**config.mk**
```make
export PLATFORM = sky130hd
export DESIGN_NAME = uart_rx_ext
export DESIGN_NICKNAME = d
export VERILOG_FILES = /design/src/rtl/uart_rx_ext.sv
export SDC_FILE = /design/constraint.sdc
export NUM_CORES = 1
export LEC_CHECK = 0
export BUFFER_PORTS_ARGS = -buffer_cell sky130_fd_sc_hd__buf_2
export CORE_MARGIN = 10
export CORE_UTILIZATION = 50
export DETAILED_ROUTE_END_ITERATION = 16
export GPL_TIMING_DRIVEN = 0
export PLACE_DENSITY = 0.7
export SETUP_SLACK_MARGIN = 0.1
export SLEW_MARGIN = 20
export SYNTH_ARGS = -nofsm -noshare
export SYNTH_HDL_FRONTEND = slang
export SYNTH_SLANG_ARGS = --single-unit
```
**constraint.sdc**
```tcl
create_clock -name clk -period 5.45 [get_ports clk]
set_input_delay 0.8175 -clock clk [delete_from_list [all_inputs] [get_ports clk]]
set_output_delay 0.8175 -clock clk [all_outputs]
set_load 0.05 [all_outputs]
```
**src/rtl/uart_rx_ext.sv**
```systemverilog
// Oversampling UART receiver with configurable width, optional parity and 1 or 2 stop bits.
// Samples each bit three times around mid-bit and reports parity, framing and break errors.
module uart_rx_ext #(
    parameter int DATA_WIDTH = 8,
    parameter int OVERSAMPLE = 16,
    parameter int PARITY_EN  = 0,
    parameter int PARITY_ODD = 0,
    parameter int STOP_BITS  = 1
) (
    input  logic                  clk,
    input  logic                  reset,
    input  logic                  rx,
    input  logic                  s_tick,
    output logic [DATA_WIDTH-1:0] dout,
    output logic                  rx_done,
    output logic                  parity_err,
    output logic                  frame_err,
    output logic                  break_det,
    output logic [2:0]            dbg_state
);

    // rx_done is a one-cycle strobe with no back-pressure; dout and the three
    // flags are valid with it and hold their value until the next strobe.

    localparam int SW = $clog2(OVERSAMPLE);
    localparam int NW = $clog2(DATA_WIDTH);
    localparam logic [SW-1:0] S_M0   = SW'(OVERSAMPLE / 2 - 1);
    localparam logic [SW-1:0] S_M1   = SW'(OVERSAMPLE / 2);
    localparam logic [SW-1:0] S_M2   = SW'(OVERSAMPLE / 2 + 1);
    localparam logic [SW-1:0] S_LAST = SW'(OVERSAMPLE - 1);
    localparam logic [NW-1:0] N_LAST = NW'(DATA_WIDTH - 1);

    typedef enum logic [2:0] {
        IDLE      = 3'd0,
        START     = 3'd1,
        DATA      = 3'd2,
        PARITY    = 3'd3,
        STOP      = 3'd4,
        WAIT_HIGH = 3'd5
    } state_t;

    state_t state, state_next;

    logic                  sync1, rx_s;
    logic [SW-1:0]         s_cnt;
    logic [NW-1:0]         n_cnt;
    logic                  k_cnt;
    logic [1:0]            smp;
    logic                  vote_q;
    logic [DATA_WIDTH-1:0] shreg;
    logic                  par_acc;
    logic                  any_one;
    logic                  fe_pend;
    logic                  pe_pend;
    logic                  vote;
    logic                  stop_final;

    assign dbg_state = state;

    // Majority of the two stored samples and the live third sample.
    assign vote       = (smp[0] & smp[1]) | (smp[0] & rx_s) | (smp[1] & rx_s);
    assign stop_final = (STOP_BITS == 1) ? 1'b1 : k_cnt;

    always_ff @(posedge clk or negedge reset) begin
        if (!reset) begin
            sync1 <= 1'b1;
            rx_s  <= 1'b1;
        end else begin
            sync1 <= rx;
            rx_s  <= sync1;
        end
    end

    always_ff @(posedge clk or negedge reset) begin
        if (!reset) begin
            state <= IDLE;
        end else begin
            state <= state_next;
        end
    end

    always_comb begin
        state_next = state;
        case (state)
            IDLE: begin
                if (!rx_s) state_next = START;
            end
            START: begin
                if (s_tick && s_cnt == S_M2 && vote) begin
                    state_next = IDLE;
                end else if (s_tick && s_cnt == S_LAST) begin
                    state_next = DATA;
                end
            end
            DATA: begin
                if (s_tick && s_cnt == S_LAST && n_cnt == N_LAST) begin
                    state_next = (PARITY_EN != 0) ? PARITY : STOP;
                end
            end
            PARITY: begin
                if (s_tick && s_cnt == S_LAST) state_next = STOP;
            end
            STOP: begin
                if (s_tick && s_cnt == S_M2 && stop_final) begin
                    state_next = (fe_pend || !vote) ? WAIT_HIGH : IDLE;
                end
            end
            WAIT_HIGH: begin
                if (rx_s) state_next = IDLE;
            end
            default: state_next = IDLE;
        endcase
    end

    always_ff @(posedge clk or negedge reset) begin
        if (!reset) begin
            s_cnt      <= '0;
            n_cnt      <= '0;
            k_cnt      <= 1'b0;
            smp        <= 2'b00;
            vote_q     <= 1'b0;
            shreg      <= '0;
            par_acc    <= 1'b0;
            any_one    <= 1'b0;
            fe_pend    <= 1'b0;
            pe_pend    <= 1'b0;
            dout       <= '0;
            rx_done    <= 1'b0;
            parity_err <= 1'b0;
            frame_err  <= 1'b0;
            break_det  <= 1'b0;
        end else begin
            rx_done <= 1'b0;
            if (state == IDLE || state == WAIT_HIGH) begin
                s_cnt <= '0;
                k_cnt <= 1'b0;
            end else if (s_tick) begin
                s_cnt <= (s_cnt == S_LAST) ? '0 : s_cnt + 1'b1;
                if (s_cnt == S_M0) smp[0] <= rx_s;
                if (s_cnt == S_M1) smp[1] <= rx_s;
                if (s_cnt == S_M2) vote_q <= vote;
                case (state)
                    START: begin
                        if (s_cnt == S_LAST) begin
                            n_cnt   <= '0;
                            par_acc <= 1'b0;
                            any_one <= 1'b0;
                            fe_pend <= 1'b0;
                            pe_pend <= 1'b0;
                        end
                    end
                    DATA: begin
                        if (s_cnt == S_LAST) begin
                            shreg   <= {vote_q, shreg[DATA_WIDTH-1:1]};
                            par_acc <= par_acc ^ vote_q;
                            any_one <= any_one | vote_q;
                            n_cnt   <= (n_cnt == N_LAST) ? '0 : n_cnt + 1'b1;
                        end
                    end
                    PARITY: begin
                        if (s_cnt == S_LAST) begin
                            pe_pend <= ((par_acc ^ vote_q) != (PARITY_ODD != 0));
                            any_one <= any_one | vote_q;
                        end
                    end
                    STOP: begin
                        // Final stop bit ends at its vote so a following start edge is not missed.
                        if (s_cnt == S_M2) begin
                            if (stop_final) begin
                                dout       <= shreg;
                                rx_done    <= 1'b1;
                                parity_err <= pe_pend;
                                frame_err  <= fe_pend | ~vote;
                                break_det  <= ~(any_one | vote);
                                s_cnt      <= '0;
                                k_cnt      <= 1'b0;
                            end else begin
                                fe_pend <= fe_pend | ~vote;
                                any_one <= any_one | vote;
                            end
                        end
                        if (s_cnt == S_LAST) k_cnt <= 1'b1;
                    end
                    default: ;
                endcase
            end
        end
    end

endmodule
```
# Word-level counts from Yosys, hierarchy flattened
# Index checks and enable logic that the tools add are counted.
dict set report classes {
  n_addsub 2
  bitwise_logic 11
  eq_ne 20
  mux 28
  reduce_logical 20
}
# cell count
set ops {}
lappend ops {{two-way mux 3 bit} 11}
lappend ops {{two-way mux 4 bit} 5}
lappend ops {{case mux 3 bit (6 select lines)} 1}
lappend ops {{inequality test 2 bit (second input constant)} 8}
lappend ops {{AND reduction 5 bit} 3}
lappend ops {{equality test 4 bit (second input constant)} 3}
lappend ops {{equality test 3 bit (second input constant)} 3}
lappend ops {{AND reduction 3 bit} 3}
lappend ops {{AND reduction 4 bit} 2}
lappend ops {{nonzero test 2 bit} 4}
lappend ops {{two-way mux 1 bit} 7}
lappend ops {{equality test 3 x 2 -> 1 bit (second input constant)} 2}
lappend ops {{case mux 1 bit (2 select lines)} 3}
lappend ops {{case mux 3 bit (2 select lines)} 1}
lappend ops {{AND reduction 6 bit} 1}
lappend ops {{adder 4 x 1 -> 4 bit (second input constant)} 1}
lappend ops {{equality test 4 x 3 -> 1 bit (second input constant)} 1}
lappend ops {{logical AND 1 bit} 4}
lappend ops {{OR 1 bit} 4}
lappend ops {{adder 3 x 1 -> 3 bit (second input constant)} 1}
lappend ops {{bitwise AND 1 bit} 3}
lappend ops {{equality test 3 x 1 -> 1 bit (second input constant)} 1}
lappend ops {{logical NOT 3 bit} 1}
lappend ops {{inequality test 3 bit (second input constant)} 1}
lappend ops {{other kinds (5)} 7}
dict set report word_totals {
  register_bits 38
  word_cells 98
  output_inout_bits 15
}

# Depth between registers and ports, before layout
# Gate-level depths: netlist of run 1.
dict set report logic_depth {
  depth_word 6
  ltp_mapped 8
  mapped_depth_nobuf 6
}

# Worst setup path before layout of run 1
# Ideal clock, no wire load.
dict set report synth_timing {
  path_kind {in2reg}
  startpoint {input s_tick}
  endpoint {register shreg[0]}
  required_ns 5.325
  arrival_time_ns 1.955
  path_buffers 1
  path_stages 5
  slack_ns 3.370
  setup_ns 0.125
  path_cell_list {buf_4 -> and4_1 -> nand3_1 -> nor2_2 -> mux2_2}
}
dict set report synth_between {
  elab_chain_len 1
}
# item line
set synth_lines {}
lappend synth_lines {{start: declaration} 13} ;# input logic s_tick,
lappend synth_lines {{AND reduction 4 bit (no line)} -}
lappend synth_lines {{end signal: assignment} 154} ;# shreg <= {vote_q, shreg[DATA_WIDTH-1:1]};
lappend synth_lines {{end: declaration} 50} ;# logic [DATA_WIDTH-1:0] shreg;
# No other way between the ends.
# A chain may end at the register's enable or synchronous reset.

# Final worst setup path of run 1
dict set report layout_timing {
  startpoint {register s_cnt[0]}
  endpoint {register shreg[3]}
}
dict set report layout_between {
  elab_chain_len 2
}
# item line
set layout_lines {}
lappend layout_lines {{start: declaration} 45} ;# logic [SW-1:0] s_cnt;
lappend layout_lines {{start signal: assignment} 138} ;# s_cnt <= (s_cnt == S_LAST) ? '0 : s_cnt + 1'b1;
lappend layout_lines {{equality test 4 bit} -}
lappend layout_lines {{AND reduction 4 bit (no line)} -}
# No other way between the ends.

==> results_dict.tcl, run 1 <==
set metrics [dict create \
    status "complete, no violations" \
    fmax_mhz 482 \
    crit_buf_inv 0 \
    numCtsBuffers 5 \
    clk_latency_ns 0.34 \
    syn_nets 165 \
    synthXorXnorAreaFrac 0.00483 \
    cts_root_buffer "clkbuf_4" \
    clk_path_buf_depth 2 \
    die_area_um2 6430 \
    syn_avg_cell_area_um2 11.6 \
    hold_viol_final 0 \
    ctsResizeCount 0 \
    grt_first_pass_wirelength_mm 5.77 \
    ant_nets 0 \
    max-slew-margin-rel 0.466 \
    setup_viol 0 \
    portBuffers 17 \
    boundaryPins 19 \
    wl_per_cell_um 14.0 \
    synth_fa_ha_area_frac 0.0400 \
    ctsHtreeMaxLevel 2 \
    required_ns 5.68 \
    grt_max_degree 39 \
    synth_common_cells "36 x dfrtp_1, 17 x mux2_2, 15 x nand2_1, 11 x o21ai_0, 9 x nand3_1" \
    dp_slack_ns 3.13 \
    drtIter0Drc 108 \
    gp_congestion 0.810 \
    core-area_um2 3420 \
    slew_violations 0 \
    rrSetupSlack_ns 3.37 \
    critPathTopFamily "simple AND/OR/NAND/NOR gates" \
    cap_viol_max_count 0 \
    crit_slowest_cell "dfrtp_1" \
    rows 21 \
    ys_warn_count 0 \
    synth-edff-count 0 \
    synthMuxAreaShare 0.139 \
    ctsHoldBuffers 0 \
    drc_errors 0 \
    finalWorstSetupSlack_ns 3.37 \
    async_reset_ff_frac 1.00 \
    worstPathMaxFanout 8 \
    crit_type "flip-flop to flip-flop" \
    cts_sinks 38 \
    nets 189 \
    die_h_um 80.2 \
    avgViaCountPerCell 5.42 \
    num_vias 1230 \
    syn_area_um2 1810 \
    finalClockSkew_ns 0.00715 \
    synth.most_common_cell "dfrtp_1" \
    ys_seq_area_frac 0.526 \
    post_cts_buffers 0 \
    period_minus_slack_ns 2.08 \
    worstHoldPathType "flip-flop to flip-flop" \
    cp-end-kind "flip-flop" \
    yosysUniqueCellTypes 40 \
    ys_ff_latch 38 \
    hpwl_mm 2.38 \
    syn_to_final_growth_pct 11.4 \
    dieWidth_um 80.2 \
    synth_compound_area_frac 0.0876 \
    path_cells "ha_1 > and4_1 > nand3_1 > nor2_2 > mux2_2" \
    synth_area_leaders "dfrtp_1 50%, mux2_2 11%, ha_1 3.5%" \
    antenna_cells 0 \
    cts_tree "done" \
    dr.pass1.iters 4 \
    yosys.area_share.simple 0.152 \
    wirelength_mm 3.19 \
    cp.arrival_ns 2.31 \
    cp_slowest_stage_delay_ns 0.45 \
    post-route-period-util 0.381 \
    tightestPinTransition_ns 0.801 \
    synth_top_family_by_area "simple AND/OR/NAND/NOR gates" \
    grt_use_total 0.109 \
    drive_above_1_share 0.315 \
    p_leak_nw 1.04 \
    peakVddDrop_uv 235 \
    cellPowerDensity_nw_per_um2 320 \
    initial_core_util 0.531 \
    yosys.area.top_type "dfrtp_1" \
    synth_cells 156 \
    p_total_uw 647 \
    antenna_found_initial 0 \
    tns_ns 0 \
    synth_top_area_share 0.497 \
    start_kind "flip-flop" \
    rsz0062_at_grt "no" \
    dominantRegCellSynth "dfrtp_1" \
    grt_pass1_vias 1257 \
    holdWs_ns 0.363 \
    clk_pin_slew_ns 0.11 \
    overflow 0 \
    fillerInstances 281 \
]
final timing paths:
check	startpoint	to	cells after the start
min in group asynchronous	reset	n_cnt[0]	1
worst min-delay path	sync1	rx_s	0
worst max register to register	s_cnt[0]	shreg[3]	5
worst max-delay path	s_cnt[0]	shreg[3]	5
worst min register to register	sync1	rx_s	0
max in group asynchronous	reset	shreg[2]	1
cells in the final DEF, fill, tap and decap left out, drive strengths merged, types with 2 or more instances in the layout:
cell / synthesis / routed
or3: 2 / 2
mux2: 21 / 21
ha: 5 / 5
buf: 7 / 24
o31ai: 2 / 2
o21ai: 11 / 11
dfstp: 2 / 2
clkbuf: 1 / 7
nor2b: 5 / 5
inv: 6 / 6
nand2: 15 / 15
nand4: 2 / 2
nor2: 8 / 8
nand3: 9 / 9
a21oi: 3 / 3
o22ai: 3 / 3
o21a: 2 / 2
dfrtp: 36 / 36
power by group:
group          internal (mW)  switching [mW]
registers              0.306          0.0192
clock network         0.0620          0.0913
logic                 0.0659           0.102
total                  0.434           0.213
sequential cells by signal (all words and copies together), names as in the netlist:
register,flops
smp,2
rx_s,1
dout,8
n_cnt,3
shreg,8
parity_err,1
pe_pend,1
sync1,1
any_one,1
par_acc,1
s_cnt,4
dbg_state,3
frame_err,1
vote_q,1
break_det,1
rx_done,1
routing by layer:
metal,vias up,share of wire,GRT usage
li1,597,-,-
met3,5,0.046,0.0412
met5,-,0,0
met2,19,0.49,0.172
met4,0,0.011,0.0264
met1,609,0.45,0.138
stage by stage:
| step | utilization | instances | instance area [um2] |
|---|---|---|---|
| final | 0.591 | 227 | 2020 |
| after global routing | 0.591 | 227 | 2020 |
| after CTS | 0.591 | 227 | 2020 |
| after detailed placement | 0.573 | 219 | 1960 |
| after global placement | 0.573 | 219 | 1960 |
| after floorplan | - | 156 | 1810 |
layout make-up:
class,instances,area (um2),share of cell area
Clock inverter,2,12.5,0.00620
Tap cell,46,57.6,0.0285
Timing Repair Buffer,17,85.1,0.0421
Buffer,8,70.1,0.0347
Clock buffer,6,51.3,0.0254
Multi-Input combinational cell,104,767,0.380
Sequential cell,38,953,0.472
Inverter,6,22.5,0.0112
kinds of logic (layout without fill, tap and decap cells):
kind of cell,count (synthesis),count (layout)
flops,38,38
xor+xnor,1,1
simple gates,50,50
buf+inv,14,39
mux,21,21
compound gates,26,26
fa+ha+maj,6,6
Note: power is estimated with default switching activity, not from simulation.
==> run 2: changes to the inputs <==
==> constraint.sdc (replaced) <==
create_clock -name clk -period 2.12 [get_ports clk]
set_input_delay 0.318 -clock clk [delete_from_list [all_inputs] [get_ports clk]]
set_output_delay 0.318 -clock clk [all_outputs]
set_load 0.05 [all_outputs]
==> run 2 against run 1 <==
Effect of this change: sequential power grew to 2.6 times the previous value; routed wire length is 0.41% higher; utilization is 0.59 points higher; sequential cell count stayed put; register-to-register slack worse by 3.1 ns; clock power grew to 2.6 times the previous value; non-clock buffer count stayed put; first-iteration DRC count is 22% lower; sequential share of layout area is 0.40 points lower; critical path type unchanged.
==> results_dict.tcl, run 2 (synthesized netlist as in run 1, its figures left out) <==
set metrics [dict create \
    hold_viol_final 0 \
    crit_type "flip-flop to flip-flop" \
    use_met3 0.0412 \
    cts_tree "done" \
    antenna_found_initial 0 \
    grt_first_pass_wirelength_mm 5.80 \
    boundaryPins 19 \
    status "complete, no violations" \
    setup_viol 0 \
    stdcell_count 227 \
    post_cts_buffers 0 \
    nets 189 \
    rows 21 \
    grt_max_degree 39 \
    drc_errors 0 \
    finalClockSkew_ns 0.00873 \
    avgViaCountPerCell 5.43 \
    max-slew-margin-rel 0.467 \
    portBuffers 17 \
    dieWidth_um 80.2 \
    gr-usage-met1 0.138 \
    cp-end-kind "flip-flop" \
    final_common_cell "dfrtp_1" \
    cap_viol_max_count 0 \
    start_kind "flip-flop" \
    drtIter0Drc 84 \
    peakVddDrop_uv 605 \
    gp_congestion 0.810 \
    antenna_cells 0 \
    cts_root_buffer "clkbuf_4" \
    ctsHtreeMaxLevel 2 \
    worstPathMaxFanout 10 \
    ant_nets 0 \
    period_minus_slack_ns 1.89 \
    clk_pin_slew_ns 0.12 \
    clk_path_buf_depth 2 \
    dr.pass1.iters 4 \
    cellPowerDensity_nw_per_um2 822 \
    wl_per_cell_um 14.1 \
    syn_to_final_growth_pct 12.5 \
    slew_violations 0 \
    tns_ns 0 \
    clk_latency_ns 0.34 \
    required_ns 2.36 \
    p_leak_nw 1.04 \
    tightestPinTransition_ns 0.800 \
    cp.arrival_ns 2.12 \
    reg.largest.list "dout (8), shreg (8), s_cnt (4)" \
    initial_core_util 0.531 \
    layout_common_cells "35 x dfrtp_1, 18 x buf_2, 17 x mux2_2, 15 x nand2_1, 11 x o21ai_0" \
    fmax_mhz 530 \
    busiest_layer "met2" \
    cts_sinks 38 \
    numCtsBuffers 5 \
    grt_use_total 0.110 \
    post-route-period-util 0.890 \
    worstHoldPathType "primary input to async pin" \
    grt_pass1_vias 1264 \
    wirelength_mm 3.20 \
    dp_cells 219 \
    num_vias 1233 \
    rsz0062_at_grt "no" \
    die_h_um 80.2 \
    hpwl_mm 2.38 \
    die_area_um2 6430 \
    drive_above_1_share 0.337 \
    met2_usage 0.174 \
    core-area_um2 3420 \
    overflow 0 \
]
[run 2: cell counts in the layout (fill, tap and decap cells not counted)]
No cell type changed its count.
[run 2: cell type report]
class,instances,area [um2]
well taps,46,57.6
clock inverters,2,12.5
clock buffers,6,51.3
repair buffers,17,85.1
inverters,6,22.5
multi-input cells,104,786
fillers,278,1380
flip-flops and latches,38,955
plain buffers,8,70.1
[run 2: report_power, final]
part / leakage, nW / switching (mW) / internal [mW]
combinational: 0.488 / 0.269 / 0.171
sequential: 0.513 / 0.0500 / 0.790
clock: 0.0343 / 0.237 / 0.160
total: 1.04 / 0.556 / 1.12
[run 2: stage by stage]
step	power [mW]	worst slack (ns)	cell area, um2	hold WS (ns)	utilization
after floorplan	1.18	0.244	1810	0.0224	-
after global placement	1.27	0.125	1960	0.347	0.573
after detailed placement	1.29	0.0441	1960	0.348	0.573
after CTS	1.69	0.130	2020	0.0548	0.593
after global routing	1.79	0.155	2040	0.0455	0.597
final	1.68	0.234	2040	0.0464	0.597
[run 2: worst max-delay path, cell delays in order (launching register included)]
cell	delay (ns)
dfrtp_1	0.43
inv_1	0.09
ha_1	0.20
nand4b_4	0.10
or3_1	0.38
buf_6	0.16
buf_12	0.14
mux2_4	0.29
[run 2: layer usage]
metal | up-vias | share of wire
li1 | 598 | -
met1 | 607 | 0.45
met2 | 23 | 0.49
met3 | 5 | 0.052
met4 | 0 | 0.011
met5 | - | 0
[run 2: repair_timing]
action | in CTS | in global routing
resized for setup | 1 | 4
setup endpoints to repair | 8 | 9
hold buffers | 0 | 0
pin swaps | 0 | 1
[run 2: worst paths after layout]
| check | from | to | slack (ns) | depth (start not counted) |
|---|---|---|---|---|
| max | s_cnt[1] | parity_err | 0.23 | 7 |
| min | reset | dbg_state[2] | 0.05 | 1 |
| max reg2reg | s_cnt[1] | parity_err | 0.23 | 7 |
| min reg2reg | sync1 | rx_s | 0.36 | 0 |
| max in group asynchronous | reset | s_cnt[0] | 1.51 | 1 |
| min in group clk | rx | sync1 | 0.07 | 1 |
